===== src/rtl/ccu_snoop_responder_if.sv =====
// ---------------------------------------------------------------------------
// ccu_snoop_responder_if
// Snoop channel bundle between the CCU snoop crossbar (master side) and a
// cached master's snoop responder (slave side). The signal names carry the
// direction as seen from the responder.
//
//   AC : ac_valid_i / ac_ready_o, ac_addr_i, ac_snoop_i, ac_prot_i
//   CR : cr_valid_o / cr_ready_i, cr_resp_o {WasUnique,IsShared,PassDirty,Error,DataTransfer}
//   CD : cd_valid_o / cd_ready_i, cd_data_o, cd_last_o
// ---------------------------------------------------------------------------
interface ccu_snoop_responder_if #(
  parameter int ADDR_WIDTH = 64,
  parameter int DATA_WIDTH = 64
);
  logic                  ac_valid_i;
  logic                  ac_ready_o;
  logic [ADDR_WIDTH-1:0] ac_addr_i;
  logic [3:0]            ac_snoop_i;
  logic [2:0]            ac_prot_i;

  logic                  cr_valid_o;
  logic                  cr_ready_i;
  logic [4:0]            cr_resp_o;

  logic                  cd_valid_o;
  logic                  cd_ready_i;
  logic [DATA_WIDTH-1:0] cd_data_o;
  logic                  cd_last_o;

  // Snoop crossbar side
  modport master (
    output ac_valid_i, ac_addr_i, ac_snoop_i, ac_prot_i, cr_ready_i, cd_ready_i,
    input  ac_ready_o, cr_valid_o, cr_resp_o, cd_valid_o, cd_data_o, cd_last_o
  );

  // Responder side
  modport slave (
    input  ac_valid_i, ac_addr_i, ac_snoop_i, ac_prot_i, cr_ready_i, cd_ready_i,
    output ac_ready_o, cr_valid_o, cr_resp_o, cd_valid_o, cd_data_o, cd_last_o
  );
endinterface


===== src/rtl/ccu_snoop_responder.sv =====
// ---------------------------------------------------------------------------
// ccu_snoop_responder
// Snoop-side slave for one cached ACE master. Accepts one AC snoop at a time,
// looks the line up in the local tag/state array, answers on CR, streams the
// whole line on CD when data has to move, and finally issues a single state
// update pulse for the line.
//
// Ports
//   clk_i, rst_i            clock, synchronous active-high reset
//   snp (slave modport)     AC / CR / CD channels
//   lookup_req_o/addr_o     tag lookup strobe and line-aligned address
//   lookup_hit/dirty/unique_i  lookup results, valid the cycle after the strobe
//   data_req_o/data_beat_o  data array read strobe and beat index
//   data_i                  read data, valid the cycle after data_req_o
//   upd_valid_o             one-cycle state update pulse for lookup_addr_o
//   upd_inval_o/upd_clr_dirty_o/upd_clr_unique_o  update actions
// ---------------------------------------------------------------------------
module ccu_snoop_responder #(
  parameter int ADDR_WIDTH = 64,
  parameter int DATA_WIDTH = 64,
  parameter int LINE_BYTES = 64,
  localparam int CD_BEATS  = (LINE_BYTES * 8) / DATA_WIDTH,
  localparam int BEAT_W    = (CD_BEATS > 1) ? $clog2(CD_BEATS) : 1
) (
  input  logic                  clk_i,
  input  logic                  rst_i,
  ccu_snoop_responder_if.slave  snp,
  output logic                  lookup_req_o,
  output logic [ADDR_WIDTH-1:0] lookup_addr_o,
  input  logic                  lookup_hit_i,
  input  logic                  lookup_dirty_i,
  input  logic                  lookup_unique_i,
  output logic                  data_req_o,
  output logic [BEAT_W-1:0]     data_beat_o,
  input  logic [DATA_WIDTH-1:0] data_i,
  output logic                  upd_valid_o,
  output logic                  upd_inval_o,
  output logic                  upd_clr_dirty_o,
  output logic                  upd_clr_unique_o
);

  typedef enum logic [2:0] {
    IDLE,
    LOOKUP,
    RESP,
    FETCH,
    SEND,
    UPDATE
  } state_t;

  state_t                state_q;
  logic [3:0]            op_q;
  logic [ADDR_WIDTH-1:0] addr_q;
  logic [BEAT_W-1:0]     beat_q;
  logic [4:0]            resp_q;
  logic                  inval_q;
  logic                  clr_dirty_q;
  logic                  clr_unique_q;
  logic                  cr_valid_q;
  logic                  cd_valid_q;
  logic                  cd_last_q;
  logic                  data_req_q;
  logic                  upd_valid_q;

  logic                  ac_ready;
  logic                  ac_hs;
  logic [ADDR_WIDTH-1:0] aligned_addr;
  logic                  last_beat;
  logic                  any_action;

  logic                  wu;
  logic                  is_shared;
  logic                  pass_dirty;
  logic                  err;
  logic                  dt;
  logic                  inval_d;
  logic                  clr_dirty_d;
  logic                  clr_unique_d;

  // The protection attributes carry no meaning for this responder.
  logic                  unused_prot;
  assign unused_prot = ^snp.ac_prot_i;

  // Ready is withheld while reset is asserted so a snoop presented in the
  // reset cycle is not silently swallowed.
  assign ac_ready     = (state_q == IDLE) && !rst_i;
  assign ac_hs        = snp.ac_valid_i && ac_ready;
  assign aligned_addr = snp.ac_addr_i & ~ADDR_WIDTH'(LINE_BYTES - 1);

  assign snp.ac_ready_o = ac_ready;
  assign snp.cr_valid_o = cr_valid_q;
  assign snp.cr_resp_o  = resp_q;
  assign snp.cd_valid_o = cd_valid_q;
  assign snp.cd_data_o  = data_i;
  assign snp.cd_last_o  = cd_last_q;

  // The lookup fires in the accept cycle, so the address follows the AC bus
  // while idle and the latched copy for the rest of the transaction.
  assign lookup_req_o  = ac_hs;
  assign lookup_addr_o = (state_q == IDLE) ? aligned_addr : addr_q;

  assign data_req_o       = data_req_q;
  assign data_beat_o      = beat_q;
  assign upd_valid_o      = upd_valid_q;
  assign upd_inval_o      = inval_q;
  assign upd_clr_dirty_o  = clr_dirty_q;
  assign upd_clr_unique_o = clr_unique_q;

  assign last_beat  = (beat_q == BEAT_W'(CD_BEATS - 1));
  assign any_action = inval_q || clr_dirty_q || clr_unique_q;

  // Snoop response and line-state actions from the latched opcode and the
  // lookup result. A miss answers all zeros whatever the opcode.
  always_comb begin
    wu           = 1'b0;
    is_shared    = 1'b0;
    pass_dirty   = 1'b0;
    err          = 1'b0;
    dt           = 1'b0;
    inval_d      = 1'b0;
    clr_dirty_d  = 1'b0;
    clr_unique_d = 1'b0;
    if (lookup_hit_i) begin
      wu = lookup_unique_i;
      case (op_q)
        4'b0000: begin
          dt        = 1'b1;
          is_shared = 1'b1;
        end
        4'b0001, 4'b0010, 4'b0011: begin
          dt           = 1'b1;
          is_shared    = 1'b1;
          pass_dirty   = lookup_dirty_i;
          clr_dirty_d  = lookup_dirty_i;
          clr_unique_d = 1'b1;
        end
        4'b0111: begin
          dt         = 1'b1;
          pass_dirty = lookup_dirty_i;
          inval_d    = 1'b1;
        end
        4'b1001: begin
          dt         = lookup_dirty_i;
          pass_dirty = lookup_dirty_i;
          inval_d    = 1'b1;
        end
        4'b1000: begin
          dt          = lookup_dirty_i;
          pass_dirty  = lookup_dirty_i;
          is_shared   = 1'b1;
          clr_dirty_d = lookup_dirty_i;
        end
        4'b1101: begin
          inval_d = 1'b1;
        end
        default: begin
          wu  = 1'b0;
          err = 1'b1;
        end
      endcase
    end
  end

  // Transaction sequencer. Data always leaves before the state update so a
  // dirty line is never invalidated ahead of its last CD beat.
  always_ff @(posedge clk_i) begin
    if (rst_i) begin
      state_q      <= IDLE;
      op_q         <= '0;
      addr_q       <= '0;
      beat_q       <= '0;
      resp_q       <= '0;
      inval_q      <= 1'b0;
      clr_dirty_q  <= 1'b0;
      clr_unique_q <= 1'b0;
      cr_valid_q   <= 1'b0;
      cd_valid_q   <= 1'b0;
      cd_last_q    <= 1'b0;
      data_req_q   <= 1'b0;
      upd_valid_q  <= 1'b0;
    end else begin
      data_req_q  <= 1'b0;
      upd_valid_q <= 1'b0;
      case (state_q)
        IDLE: begin
          if (ac_hs) begin
            op_q    <= snp.ac_snoop_i;
            addr_q  <= aligned_addr;
            state_q <= LOOKUP;
          end
        end
        LOOKUP: begin
          resp_q       <= {wu, is_shared, pass_dirty, err, dt};
          inval_q      <= inval_d;
          clr_dirty_q  <= clr_dirty_d;
          clr_unique_q <= clr_unique_d;
          cr_valid_q   <= 1'b1;
          state_q      <= RESP;
        end
        RESP: begin
          if (snp.cr_ready_i) begin
            cr_valid_q <= 1'b0;
            if (resp_q[0]) begin
              beat_q     <= '0;
              data_req_q <= 1'b1;
              state_q    <= FETCH;
            end else if (any_action) begin
              upd_valid_q <= 1'b1;
              state_q     <= UPDATE;
            end else begin
              state_q <= IDLE;
            end
          end
        end
        FETCH: begin
          cd_valid_q <= 1'b1;
          cd_last_q  <= last_beat;
          state_q    <= SEND;
        end
        SEND: begin
          if (snp.cd_ready_i) begin
            cd_valid_q <= 1'b0;
            cd_last_q  <= 1'b0;
            if (cd_last_q) begin
              if (any_action) begin
                upd_valid_q <= 1'b1;
                state_q     <= UPDATE;
              end else begin
                state_q <= IDLE;
              end
            end else begin
              beat_q     <= beat_q + 1'b1;
              data_req_q <= 1'b1;
              state_q    <= FETCH;
            end
          end
        end
        UPDATE: begin
          state_q <= IDLE;
        end
        default: begin
          state_q <= IDLE;
        end
      endcase
    end
  end

endmodule

===== src/flat_wrapper.sv =====
// flat-port wrapper written by rule: the top's interface ports become plain ports
module ccu_snoop_responder_flat 
#(
  parameter int ADDR_WIDTH = 64,
  parameter int DATA_WIDTH = 64,
  parameter int LINE_BYTES = 64,
  localparam int CD_BEATS  = (LINE_BYTES * 8) / DATA_WIDTH,
  localparam int BEAT_W    = (CD_BEATS > 1) ? $clog2(CD_BEATS) : 1
)
  (clk_i, rst_i, lookup_req_o, lookup_addr_o, lookup_hit_i, lookup_dirty_i, lookup_unique_i, data_req_o, data_beat_o, data_i, upd_valid_o, upd_inval_o, upd_clr_dirty_o, upd_clr_unique_o, snp_ac_valid_i, snp_ac_addr_i, snp_ac_snoop_i, snp_ac_prot_i, snp_cr_ready_i, snp_cd_ready_i, snp_ac_ready_o, snp_cr_valid_o, snp_cr_resp_o, snp_cd_valid_o, snp_cd_data_o, snp_cd_last_o);
  ccu_snoop_responder_if #(.ADDR_WIDTH(ADDR_WIDTH), .DATA_WIDTH(DATA_WIDTH)) snp_i ();
  input  logic clk_i;
  input  logic rst_i;
  output logic lookup_req_o;
  output logic [ADDR_WIDTH-1:0] lookup_addr_o;
  input  logic lookup_hit_i;
  input  logic lookup_dirty_i;
  input  logic lookup_unique_i;
  output logic data_req_o;
  output logic [BEAT_W-1:0] data_beat_o;
  input  logic [DATA_WIDTH-1:0] data_i;
  output logic upd_valid_o;
  output logic upd_inval_o;
  output logic upd_clr_dirty_o;
  output logic upd_clr_unique_o;
  input wire logic [$bits(snp_i.ac_valid_i)-1:0] snp_ac_valid_i;
  input wire logic [$bits(snp_i.ac_addr_i)-1:0] snp_ac_addr_i;
  input wire logic [$bits(snp_i.ac_snoop_i)-1:0] snp_ac_snoop_i;
  input wire logic [$bits(snp_i.ac_prot_i)-1:0] snp_ac_prot_i;
  input wire logic [$bits(snp_i.cr_ready_i)-1:0] snp_cr_ready_i;
  input wire logic [$bits(snp_i.cd_ready_i)-1:0] snp_cd_ready_i;
  output wire logic [$bits(snp_i.ac_ready_o)-1:0] snp_ac_ready_o;
  output wire logic [$bits(snp_i.cr_valid_o)-1:0] snp_cr_valid_o;
  output wire logic [$bits(snp_i.cr_resp_o)-1:0] snp_cr_resp_o;
  output wire logic [$bits(snp_i.cd_valid_o)-1:0] snp_cd_valid_o;
  output wire logic [$bits(snp_i.cd_data_o)-1:0] snp_cd_data_o;
  output wire logic [$bits(snp_i.cd_last_o)-1:0] snp_cd_last_o;
  assign snp_i.ac_valid_i = snp_ac_valid_i;
  assign snp_i.ac_addr_i = snp_ac_addr_i;
  assign snp_i.ac_snoop_i = snp_ac_snoop_i;
  assign snp_i.ac_prot_i = snp_ac_prot_i;
  assign snp_i.cr_ready_i = snp_cr_ready_i;
  assign snp_i.cd_ready_i = snp_cd_ready_i;
  assign snp_ac_ready_o = snp_i.ac_ready_o;
  assign snp_cr_valid_o = snp_i.cr_valid_o;
  assign snp_cr_resp_o = snp_i.cr_resp_o;
  assign snp_cd_valid_o = snp_i.cd_valid_o;
  assign snp_cd_data_o = snp_i.cd_data_o;
  assign snp_cd_last_o = snp_i.cd_last_o;
  ccu_snoop_responder #(.ADDR_WIDTH(ADDR_WIDTH), .DATA_WIDTH(DATA_WIDTH), .LINE_BYTES(LINE_BYTES)) u_core (.clk_i(clk_i), .rst_i(rst_i), .snp(snp_i), .lookup_req_o(lookup_req_o), .lookup_addr_o(lookup_addr_o), .lookup_hit_i(lookup_hit_i), .lookup_dirty_i(lookup_dirty_i), .lookup_unique_i(lookup_unique_i), .data_req_o(data_req_o), .data_beat_o(data_beat_o), .data_i(data_i), .upd_valid_o(upd_valid_o), .upd_inval_o(upd_inval_o), .upd_clr_dirty_o(upd_clr_dirty_o), .upd_clr_unique_o(upd_clr_unique_o));
endmodule

===== config.mk =====
export PLATFORM = sky130hd
export DESIGN_NAME = ccu_snoop_responder_flat
export DESIGN_NICKNAME = d
export VERILOG_FILES = /design/src/rtl/ccu_snoop_responder_if.sv /design/src/rtl/ccu_snoop_responder.sv /design/src/flat_wrapper.sv
export SDC_FILE = /design/constraint.sdc
export NUM_CORES = 1
export LEC_CHECK = 0
export BUFFER_PORTS_ARGS = -buffer_cell sky130_fd_sc_hd__buf_2
export CORE_MARGIN = 5
export CORE_UTILIZATION = 28
export CTS_CLUSTER_SIZE = 16
export DETAILED_ROUTE_END_ITERATION = 16
export PLACE_DENSITY_LB_ADDON = 0.2
export SYNTH_ARGS = -nofsm -noshare
export SYNTH_HDL_FRONTEND = slang
export SYNTH_SLANG_ARGS = --single-unit

===== constraint.sdc =====
create_clock -name clk_i -period 1.5 [get_ports clk_i]
set_input_delay 0.15 -clock clk_i [delete_from_list [all_inputs] [get_ports clk_i]]
set_output_delay 0.15 -clock clk_i [all_outputs]
set_load 0.03 [all_outputs]

==> run_results.csv <==
group,metric,value,unit
power_and_ir_drop,p_per_area,1030,nW/µm²
logic_synthesis,avgSynthCellArea,8.65,µm²
logic_synthesis,synthXorXnorAreaFrac,0,%
detailed_routing,drt_wl_total,14.8,mm
placed_design,place_area,5110,µm²
cells_and_area,fillers,1551,
global_routing,gr-total-overflow,0,
sta,finalMaxSlewViolations,0,
critical_path,cp.required,1.35,ns
detailed_routing,drt_iter0_drc,168,
detailed_routing,vias_per_cell,4.66,
die,fp.dieH,138,µm
critical_path,cp-end-kind,"primary output",
logic_synthesis,synth_compound_area_share,4.88,%
sta,skew,0.00466,ns
sta,holdWs,0.00973,ns
logic_synthesis,yosys-mux-area-fraction,14.5,%
die,die_w,138,µm
logic_synthesis,synthSimpleGateAreaFrac,28.7,%
logic_synthesis,synth_fa_ha_area_share,0.546,%
critical_path,cp_slowest_stage_delay,0.35,ns
clock_tree,h-tree-depth,3,
detailed_routing,firstDrtPassIters,4,
critical_path,path_delay_family,"buffers and inverters",
die,io_pins,289,
logic_synthesis,synthFlopType,"dfxtp_1",
placed_design,port_buffers,145,
cells_and_area,final_nets,805,
logic_synthesis,synth_top_family_by_area,"simple AND/OR/NAND/NOR gates",
critical_path,critPathLaunchType,"register",
die,dieArea,19000,µm²
detailed_routing,antenna_left,0,
cells_and_area,finalInstanceArea,7120,µm²
critical_path,critPathKind,"reg -> out",
critical_path,cp.arrival,1.76,ns
sta,hold_violations,0,
cells_and_area,antenna_cells,0,
min_path,hold_path_class,"in -> reg",
logic_synthesis,synth_area_leaders,"dfxtp_1, mux2_2, buf_4",
sta,setup_ws,-0.410,ns
logic_synthesis,synth_seq_cells,81,
clock_tree,clk_latency,0.34,ns
sta,setup_viol,122,
detailed_routing,via_count,4109,
clock_tree,clock-sinks,81,
logic_synthesis,post-synth-top-area-cell,"dfxtp_1",
sta,period_needed,1.91,ns
flow_run,maxCapViolCount,0,
power_and_ir_drop,ir_worst_vdd,0.000679,V
power_and_ir_drop,leakagePower,0.00345,µW
critical_path,crit_path_cell_trace,"nor3_4 -> buf_12 -> clkbuf_16 -> mux2_2 -> buf_6",
logic_synthesis,synth_commonest_cells,"nand2_1, dfxtp_1, buf_4, nand3b_1, mux2_2",
clock_tree,clk_pin_slew_worst_paths,0.06,ns
global_routing,antenna_found_initial,1,
placed_design,dp_hpwl,8.25,mm
global_routing,first_global_vias,4232,
die,core-area,16000,µm²
critical_path,r2r_setup_slack,-0.19,ns
detailed_routing,drc,0,
die,start_util,28.7,%
placed_design,place.gp.congestion,0.765,
clock_tree,cts-buffers-inserted,9,
clock_tree,cts_tree,"yes",
logic_synthesis,synth_edf_count,0,
critical_path,cpMaxStageDelayCell,"mux2_2",
clock_tree,clk_path_buf_depth,2,
logic_synthesis,syn_inst,530,
clock_tree,clock-root-buffer,"clkbuf_16",
die,rows,46,
cells_and_area,area_growth,55.2,%
logic_synthesis,synthArstFlopShare,0,%
global_routing,grt_start_max_net_pins,83,
logic_synthesis,yosysWarnings,0,
status,status,"finished with violations",
status,violations,"negative setup slack",
logic_synthesis,synth_top_area_share,35.4,%
sta,grt_setup_unrepaired,"yes",
logic_synthesis,syn_area,4590,µm²
logic_synthesis,synth_most_common_cell,"nand2_1",
detailed_routing,wl_per_cell,16.8,µm
sta,finalCritPeriodShare,127,%
critical_path,crit_path_max_fanout,8,
critical_path,timing.critical_path.buf_inv,3,
sta,fmax,0.524,GHz
global_routing,grtUsageTotal,14.8,%
logic_synthesis,synth_cell_types,51,
cells_and_area,layout-drive-gt1-share,53.8,%
logic_synthesis,yosysSeqAreaShare,35.4,%
global_routing,grt_pass1_wl,21.9,mm
-- sequential cells by signal (all words and copies together) (netlist names) --
name and flops:
u_core.state_q 3, u_core.snp.cr_resp_o 5, u_core.data_req_o 1, u_core.addr_q 58
u_core.data_beat_o 3, u_core.upd_valid_o 1, u_core.upd_clr_dirty_o 1, u_core.snp.cd_last_o 1
u_core.snp.cd_valid_o 1, u_core.upd_inval_o 1, u_core.upd_clr_unique_o 1, u_core.op_q 4
u_core.snp.cr_valid_o 1
-- metal layers --
layer	GRT usage, %	wire length [µm]
met1	18.5	6310
met2	24.5	7230
met3	4.79	1040
met4	3.90	212
met5	0	7
-- final cells by class --
type	count	area (µm²)	area share [%]
clock buffers	12	256	3.60
inverters	1	11.3	0.158
flip-flops and latches	81	1630	22.8
multi-input cells	348	2690	37.9
well taps	216	270	3.80
repair buffers	219	2180	30.7
clock inverters	4	75.1	1.06
-- per-stage QoR --
| stage | utilization, % | worst slack [ns] | total power [µW] | cells | setup TNS, ns |
|---|---|---|---|---|---|
| floorplan | - | -0.0469 | 3900 | 535 | -1.09 |
| global placement | 31.9 | -0.0900 | 4030 | 813 | -5.33 |
| detailed placement | 31.9 | -0.101 | 4050 | 813 | -7.18 |
| CTS | 42.3 | -0.451 | 7250 | 884 | -37.19 |
| global route | 44.5 | -0.489 | 7670 | 881 | -40.11 |
| finish | 44.5 | -0.410 | 7340 | 881 | -30.61 |
-- tightest hold or removal path, stage by stage --
cell and delay [ns]:
buf_2 0.09, nand2_2 0.04, nand2_1 0.04
-- logic make-up after synthesis --
group	after synthesis
AO/OA/AOI/OAI	32
adder cells (fa/ha/maj)	2
buffers and inverters	106
flip-flops	81
multiplexers	59
other	1
AND/OR/NAND/NOR	249
-- repair_timing --
action	in CTS	in global routing
setup endpoints to repair	119	132
pin swaps	81	77
hold buffers	23	0
cloned	16	3
endpoints found under the hold margin	23	0
resized for setup	162	150
buffers inserted	18	7
-- power breakdown --
| group | switching, µW | internal [µW] | total [µW] |
|---|---|---|---|
| clock network | 920 | 1550 | 2470 |
| logic | 1230 | 1230 | 2460 |
| registers | 102 | 2310 | 2420 |
| total | 2250 | 5090 | 7340 |
-- cell usage in the layout, fill, tap and decap left out, types with 15 or more instances in the layout --
cell,instances
buf_2,91
dfxtp_1,78
nand3b_1,65
buf_6,63
nand2_1,62
nand2_2,48
mux2_2,32
mux2_4,26
nand2_4,25
dlygate4sd3_1,23
nor2_1,15
buf_12,15
-- worst paths after layout --
check	start	endpoint	depth (start not counted)
hold reg to reg	u_core.snp.cr_resp_o[3]	u_core.snp.cr_resp_o[3]	2
setup reg to reg	u_core.state_q[1]	u_core.addr_q[25]	10
hold / removal	snp_ac_addr_i[40]	u_core.addr_q[40]	3
setup / recovery	u_core.state_q[1]	lookup_addr_o[49]	5
No activity file was read; power rests on OpenSTA's default activity.
